--- config.mk ---
export PLATFORM = sky130hd
export DESIGN_NAME = logic_flag_unit
export DESIGN_NICKNAME = d
export VERILOG_FILES = /design/src/rtl/logic_flag_unit.sv
export SDC_FILE = /design/constraint.sdc
export NUM_CORES = 1
export LEC_CHECK = 0
export CAP_MARGIN = 20
export CORE_MARGIN = 2
export CORE_UTILIZATION = 35
export CTS_CLUSTER_DIAMETER = 30
export DETAILED_ROUTE_END_ITERATION = 10
export GPL_ROUTABILITY_DRIVEN = 0
export SLEW_MARGIN = 25
export SYNTH_ARGS = -nofsm -noshare
export SYNTH_HDL_FRONTEND = slang
export SYNTH_SLANG_ARGS = --single-unit
--- constraint.sdc ---
create_clock -name clk -period 2.2 [get_ports clk]
set_input_delay 0.33 -clock clk [delete_from_list [all_inputs] [get_ports clk]]
set_output_delay 0.33 -clock clk [all_outputs]
set_load 0.005 [all_outputs]
--- src/rtl/logic_flag_unit.sv ---
// Registered logic/increment unit with valid/ready handshakes, per-result flags,
// sticky flag accumulation and a saturating count of zero results.
module logic_flag_unit #(
   parameter int WIDTH     = 4,
   parameter int CNT_WIDTH = 8
) (
   input  logic                 clk,
   input  logic                 rst,
   input  logic                 in_valid,
   output logic                 in_ready,
   input  logic [2:0]           op,
   input  logic [WIDTH-1:0]     a,
   input  logic [WIDTH-1:0]     b,
   output logic                 out_valid,
   input  logic                 out_ready,
   output logic [WIDTH-1:0]     out,
   output logic                 z,
   output logic                 n,
   output logic                 cf,
   output logic                 v,
   input  logic                 clr_sticky,
   output logic                 sz,
   output logic                 sn,
   output logic                 scf,
   output logic                 sv,
   output logic [CNT_WIDTH-1:0] zcnt
);

   localparam logic [WIDTH-1:0] MIN_NEG = {1'b1, {(WIDTH-1){1'b0}}};
   localparam logic [WIDTH-1:0] MAX_POS = {1'b0, {(WIDTH-1){1'b1}}};
   localparam logic [WIDTH:0]   ONE_X   = {{WIDTH{1'b0}}, 1'b1};

   logic [WIDTH:0]   ext_p0;
   logic [WIDTH-1:0] res_p0;
   logic             cf_p0;
   logic             v_p0;

   logic             vld_p1;
   logic [WIDTH-1:0] out_p1;
   logic             z_p1;
   logic             n_p1;
   logic             cf_p1;
   logic             v_p1;

   logic             accept;
   logic             xfer;

   function automatic logic [CNT_WIDTH-1:0] sat_inc(input logic [CNT_WIDTH-1:0] cnt,
                                                    input logic inc);
      if (inc && (cnt != {CNT_WIDTH{1'b1}}))
         return cnt + {{(CNT_WIDTH-1){1'b0}}, 1'b1};
      return cnt;
   endfunction

   // Stage p0: combinational operation; arithmetic carried one bit wider for CF
   always_comb begin
      ext_p0 = '0;
      res_p0 = '0;
      cf_p0  = 1'b0;
      v_p0   = 1'b0;
      case (op)
         3'b000: res_p0 = ~a;
         3'b001: res_p0 = a & b;
         3'b010: res_p0 = a | b;
         3'b011: res_p0 = a ^ b;
         3'b100: begin
            ext_p0 = {1'b0, ~a} + ONE_X;
            res_p0 = ext_p0[WIDTH-1:0];
            cf_p0  = ext_p0[WIDTH];
            v_p0   = (a == MIN_NEG);
         end
         3'b101: begin
            ext_p0 = {1'b0, a} + ONE_X;
            res_p0 = ext_p0[WIDTH-1:0];
            cf_p0  = ext_p0[WIDTH];
            v_p0   = (a == MAX_POS);
         end
         3'b110: begin
            ext_p0 = {1'b0, a} - ONE_X;
            res_p0 = ext_p0[WIDTH-1:0];
            cf_p0  = ext_p0[WIDTH];
            v_p0   = (a == MIN_NEG);
         end
         default: res_p0 = a;
      endcase
   end

   assign in_ready = !vld_p1 || out_ready;
   assign accept   = in_valid && in_ready;
   assign xfer     = vld_p1 && out_ready;

   // Stage p1: result register, held while downstream stalls
   always_ff @(posedge clk or posedge rst) begin
      if (rst) begin
         vld_p1 <= 1'b0;
         out_p1 <= '0;
         z_p1   <= 1'b0;
         n_p1   <= 1'b0;
         cf_p1  <= 1'b0;
         v_p1   <= 1'b0;
      end else if (accept) begin
         vld_p1 <= 1'b1;
         out_p1 <= res_p0;
         z_p1   <= (res_p0 == '0);
         n_p1   <= res_p0[WIDTH-1];
         cf_p1  <= cf_p0;
         v_p1   <= v_p0;
      end else if (xfer) begin
         vld_p1 <= 1'b0;
      end
   end

   // Sticky flags and zero counter; a clear coinciding with a transfer keeps that result
   always_ff @(posedge clk or posedge rst) begin
      if (rst) begin
         sz   <= 1'b0;
         sn   <= 1'b0;
         scf  <= 1'b0;
         sv   <= 1'b0;
         zcnt <= '0;
      end else if (clr_sticky) begin
         sz   <= xfer & z_p1;
         sn   <= xfer & n_p1;
         scf  <= xfer & cf_p1;
         sv   <= xfer & v_p1;
         zcnt <= {{(CNT_WIDTH-1){1'b0}}, xfer & z_p1};
      end else if (xfer) begin
         sz   <= sz  | z_p1;
         sn   <= sn  | n_p1;
         scf  <= scf | cf_p1;
         sv   <= sv  | v_p1;
         zcnt <= sat_inc(zcnt, z_p1);
      end
   end

   assign out_valid = vld_p1;
   assign out       = out_p1;
   assign z         = z_p1;
   assign n         = n_p1;
   assign cf        = cf_p1;
   assign v         = v_p1;

endmodule

Word level (Yosys, flattened, before mapping)
Index checks and enable logic that the tools add are counted.
Cells by class
  add/subtract/negate cells: 4
  equality and inequality tests: 9
  multiplexer cells: 20
  bitwise operators: 12
  reduce and logical (&&, ||, !) cells: 12
Operators with widths (count)
  $mux W8: 4
  $pmux W4 S7: 1
  $mux W1: 13
  $add A4 B1 Y5 const B: 2
  $eq A3 B3 Y1 const B: 3
  $add A8 B1 Y8 const B: 1
  $ne A8 B8 Y1 const B: 1
  $eq A3 B2 Y1 const B: 2
  $reduce_bool A2 Y1: 3
  $sub A4 B1 Y5 const B: 1
  $and A1 B1 Y1: 4
  $and A4 B4 Y4: 1
  $eq A4 B3 Y1 const B: 1
  $eq A4 B4 Y1 const B: 1
  $logic_not A4 Y1: 1
  $not A4 Y4: 1
  $or A1 B1 Y1: 4
  $or A4 B4 Y4: 1
  $xor A4 B4 Y4: 1
  $eq A3 B1 Y1 const B: 1
  $logic_and A1 B1 Y1: 3
  $logic_not A3 Y1: 1
  $pmux W1 S3: 1
  $pmux W1 S2: 1
  4 further kinds: 4
Storage, ports and cells
  bits in registers: 21
  output and inout port bits: 22
  word-level logic and storage cells: 68

Logic depth before layout (Yosys ltp)
  depth in word-level cells: 8
  depth in mapped cells: 8
  mapped depth without buffers: 7

Worst setup path after synthesis
No wires, ideal clock.
  path type: input to register
  from: input port a[1]
  to: register z_p1 (netlist: z)
  library setup time: 103 ps
  data arrival time: 1705 ps
  required time: 2097 ps
  setup slack: 392 ps
  stages on the path: 8
  buffers on the path: 1
  path through: buf_2 > inv_1 > ha_1 > and4b_1 > a31o_1 > a31oi_1 > o21ai_1 > o41ai_2
On the way
  word-level cells in the longest chain between the ends: 4
  elaborated cells on any way between the ends: 9
  classes of those cells: add/sub (3); mux (1); bitwise (4); reduce/logical (1)
Ends and longest elaborated chain
  from (decl): line 12  | input logic [WIDTH-1:0] a,
  $not A4 Y4: line 62, 67
  $add A4 B1 Y5: line 67  | ext_p0 = {1'b0, ~a} + ONE_X;
  $pmux W4 S7 (*): line 61  | case (op)
  $logic_not A4 Y1 (*): line 104  | z_p1 <= (res_p0 == '0);
  to (signal assigned): line 104
  to (decl): line 40  | logic z_p1;
Mark *: on every way between the ends. The rest lies on a longest branch, timed or not.
A chain may end at the register's enable or synchronous reset.

Worst setup path after layout
  from: input port a[0]
  to: register z_p1 (netlist: z)
Same word-level chain as after synthesis.

==> flow_summary.yaml <==
placement:
  io_buffers: 37
  place_area_mm2: 0.001977
  place_hpwl_mm: 2.707
  dp_slack_ps: -54.81
pwr:
  p_leak_nw: 0.9045
  powerDensity_mw_per_mm2: 511.2
  irDropWorstVdd_uv: 301.0
timing:
  skew_ps: 9.772
  final_max_slew_viol_count: 0
  hold_viol: 0
  finalWorstPathRequiredPeriod_ps: 1980
  fin_ws_ps: 220.4
  finalSetupViolCount: 0
  holdWs_ps: 488.1
  finalCritPeriodShare: 0.8998
  max_freq_mhz: 505.1
  worstMarginPinSlew_ps: 717.0
  rsz0062_at_grt: "false"
  max_slew_margin: 0.5214
route:
  detail_route.iter0.violations: 40
  vias_per_cell: 5.165
  first_pass_iters: 4
  num_vias: 1348
  drt-total-wl_mm: 3.372
  post_drt_wl_per_cell_um: 12.92
  antenna_left: 0
  drcViolationCount: 0
yosys:
  syn-num-nets: 195
  synthMuxAreaShare: 0.05500
  synthAdderAreaFrac: 0.1000
  synthArstFlopShare: 1.000
  ys_seq_area_frac: 0.3333
  yosysMostFrequentCell: "dfrtp_1"
  synth_top_cell_area_share: 0.3333
  synth_compound_area_frac: 0.1950
  synth_warnings: 0
  synthCells: 167
  synth_seq_cells: 20
  synth_top_area_cell: "dfrtp_1"
  yosysUniqueCellTypes: 47
  synth_top_flop_cell: "dfrtp_1"
  syn_area_per_cell_um2: 8.991
  netlist_top_cells_area: "dfrtp_1 (33%), ha_1 (10%), inv_1 (3.5%)"
  synth_area_mm2: 0.001501
  synth_edf_count: 0
  yosys.area_share.simple: 0.1892
  synth-xor-area-share: 0.03500
  netlist_top_cells_count: "dfrtp_1 (20), inv_1 (14), nand2_1 (14)"
  synth_top_family_by_area: "compound AO/OA/AOI/OAI gates"
die:
  initial_core_util: 0.3700
  fp.dieH_um: 69.50
  dieWidth_um: 69.50
  row_count: 23
  die-area_mm2: 0.004830
  core_mm2: 0.004058
  pin_count: 38
grt:
  grt_overflow: 0
  antenna_found_initial: 0
  gr-usage-all-layers: 0.1471
  grt_start_max_net_pins: 21
  grt_first_pass_wirelength_mm: 5.940
  grt_pass1_vias: 1283
critical_path:
  cp.arrival_ps: 2130
  critPathLaunchType: "primary input"
  critPathSlowestCell: "clkdlybuf4s50_1"
  worstSetupPathType: "in2reg"
  critPathMaxFanout: 4
  end_kind: "flop"
  path_cells: "clkdlybuf4s50_1 -> inv_1 -> ha_1 -> mux2_4 -> o211ai_2 -> o211ai_1 -> o41ai_2"
  crit_required_ps: 2350
  cpPeakStageDelay_ps: 510
final_layout:
  fin_nets: 240
  areaGrowthSynthToFinish_pct: 36.42
  num_antenna_cells: 0
  multi_input_area_um2: 862.1
  drive_gt1_frac: 0.1422
  fin_area_mm2: 0.002048
  ff_latch_area_um2: 500.5
  n_fill_cell: 382
cts:
  path_clk_slew_ps: 80
  cts_tree: "built"
  clk_latency_ps: 260
  post_cts_buffers: 0
  clock_path_buffers: 2
  cts_hold_buf: 0
  cts_buffers: 3
  cts_sinks: 20
  cts_root_buf: "clkbuf_8"
  cts_resized: 0
  h-tree-depth: 1
hold_path:
  hold_class: "in2async"
status:
  status: "finished, final reports clean"
run:
  maxCapViolCount: 0
==> state kept, by name (all words and copies together), names as in the netlist <==
signal,cells
cf,1
out,4
out_valid,1
scf,1
sn,1
sv,1
sz,1
v,1
z,1
zcnt,8
==> power by group <==
| group | total, mW | internal [mW] | switching (mW) |
|---|---|---|---|
| Sequential | 0.415 | 0.394 | 0.0216 |
| Combinational | 0.271 | 0.155 | 0.116 |
| Clock | 0.360 | 0.243 | 0.118 |
==> through the flow <==
stage                     power (mW)    util  instances  setup TNS (ps)
after detailed placement      0.6933  0.4872        257          -54.81
after global placement        0.6927  0.4872        257          -8.282
after global routing           1.104  0.5048        261               0
after CTS                      1.063  0.5048        261               0
after floorplan               0.5600       -        167               0
final                          1.047  0.5048        261               0
==> routing by layer <==
layer / GRT usage / vias up / share of wire
li1: - / 690 / -
met1: 0.2047 / 619 / 0.48
met2: 0.2350 / 33 / 0.46
met3: 0.03488 / 6 / 0.042
met4: 0.02614 / 0 / 0.011
met5: 0 / - / 0
==> final cells by class <==
cell class,instances,share of cell area
Multi-Input combinational cell,120,0.4209
Sequential cell,20,0.2443
Timing Repair Buffer,52,0.2419
Tap cell,50,0.03054
Inverter,15,0.02749
Clock buffer,3,0.02016
Clock inverter,1,0.01466
==> cells by family after synthesis <==
group	Yosys count
fa+ha+maj	12
compound gates	40
simple gates	55
flops	20
xor+xnor	6
buf+inv	27
mux	7
==> cell usage in the layout (no fill, tap or decap), drive strengths merged, types with 2 or more instances in the layout <==
cell type / count
clkdlybuf4s50: 37
dfrtp: 20
inv: 15
buf: 15
nand2: 14
ha: 12
o21ai: 12
nor2: 11
nand3: 7
a21oi: 7
xor2: 6
nand4: 4
nand2b: 4
or3: 4
mux2: 4
and3: 3
mux2i: 3
clkbuf: 3
o211ai: 3
o41ai: 3
o21a: 2
a31oi: 2
nor3b: 2
nor2b: 2
==> path summary, 6_finish.rpt <==
path                                     startpoint                  end  slack (ps)  cells after the start
worst min-delay path                            rst      scf$_DFFE_PP0P_         490                      2
worst min register to register   out[1]$_DFFE_PP0P_   out[1]$_DFFE_PP0P_         520                      1
worst max-delay path                           a[0]        z$_DFFE_PP0P_         220                      7
min in group clk                 out[1]$_DFFE_PP0P_   out[1]$_DFFE_PP0P_         520                      1
worst max register to register  zcnt[0]$_DFFE_PP0P_  zcnt[7]$_DFFE_PP0P_         510                      6
max in group asynchronous                       rst  zcnt[2]$_DFFE_PP0P_        1250                      2
==> worst max-delay path: cells and delay by family <==
kind | cells | cell delay, ps
multiplexers | 1 | 260
buffers and inverters | 2 | 610
AO/OA/AOI/OAI | 3 | 650
adder cells (fa/ha/maj) | 1 | 290
Note: power is estimated with default switching activity, not from simulation.
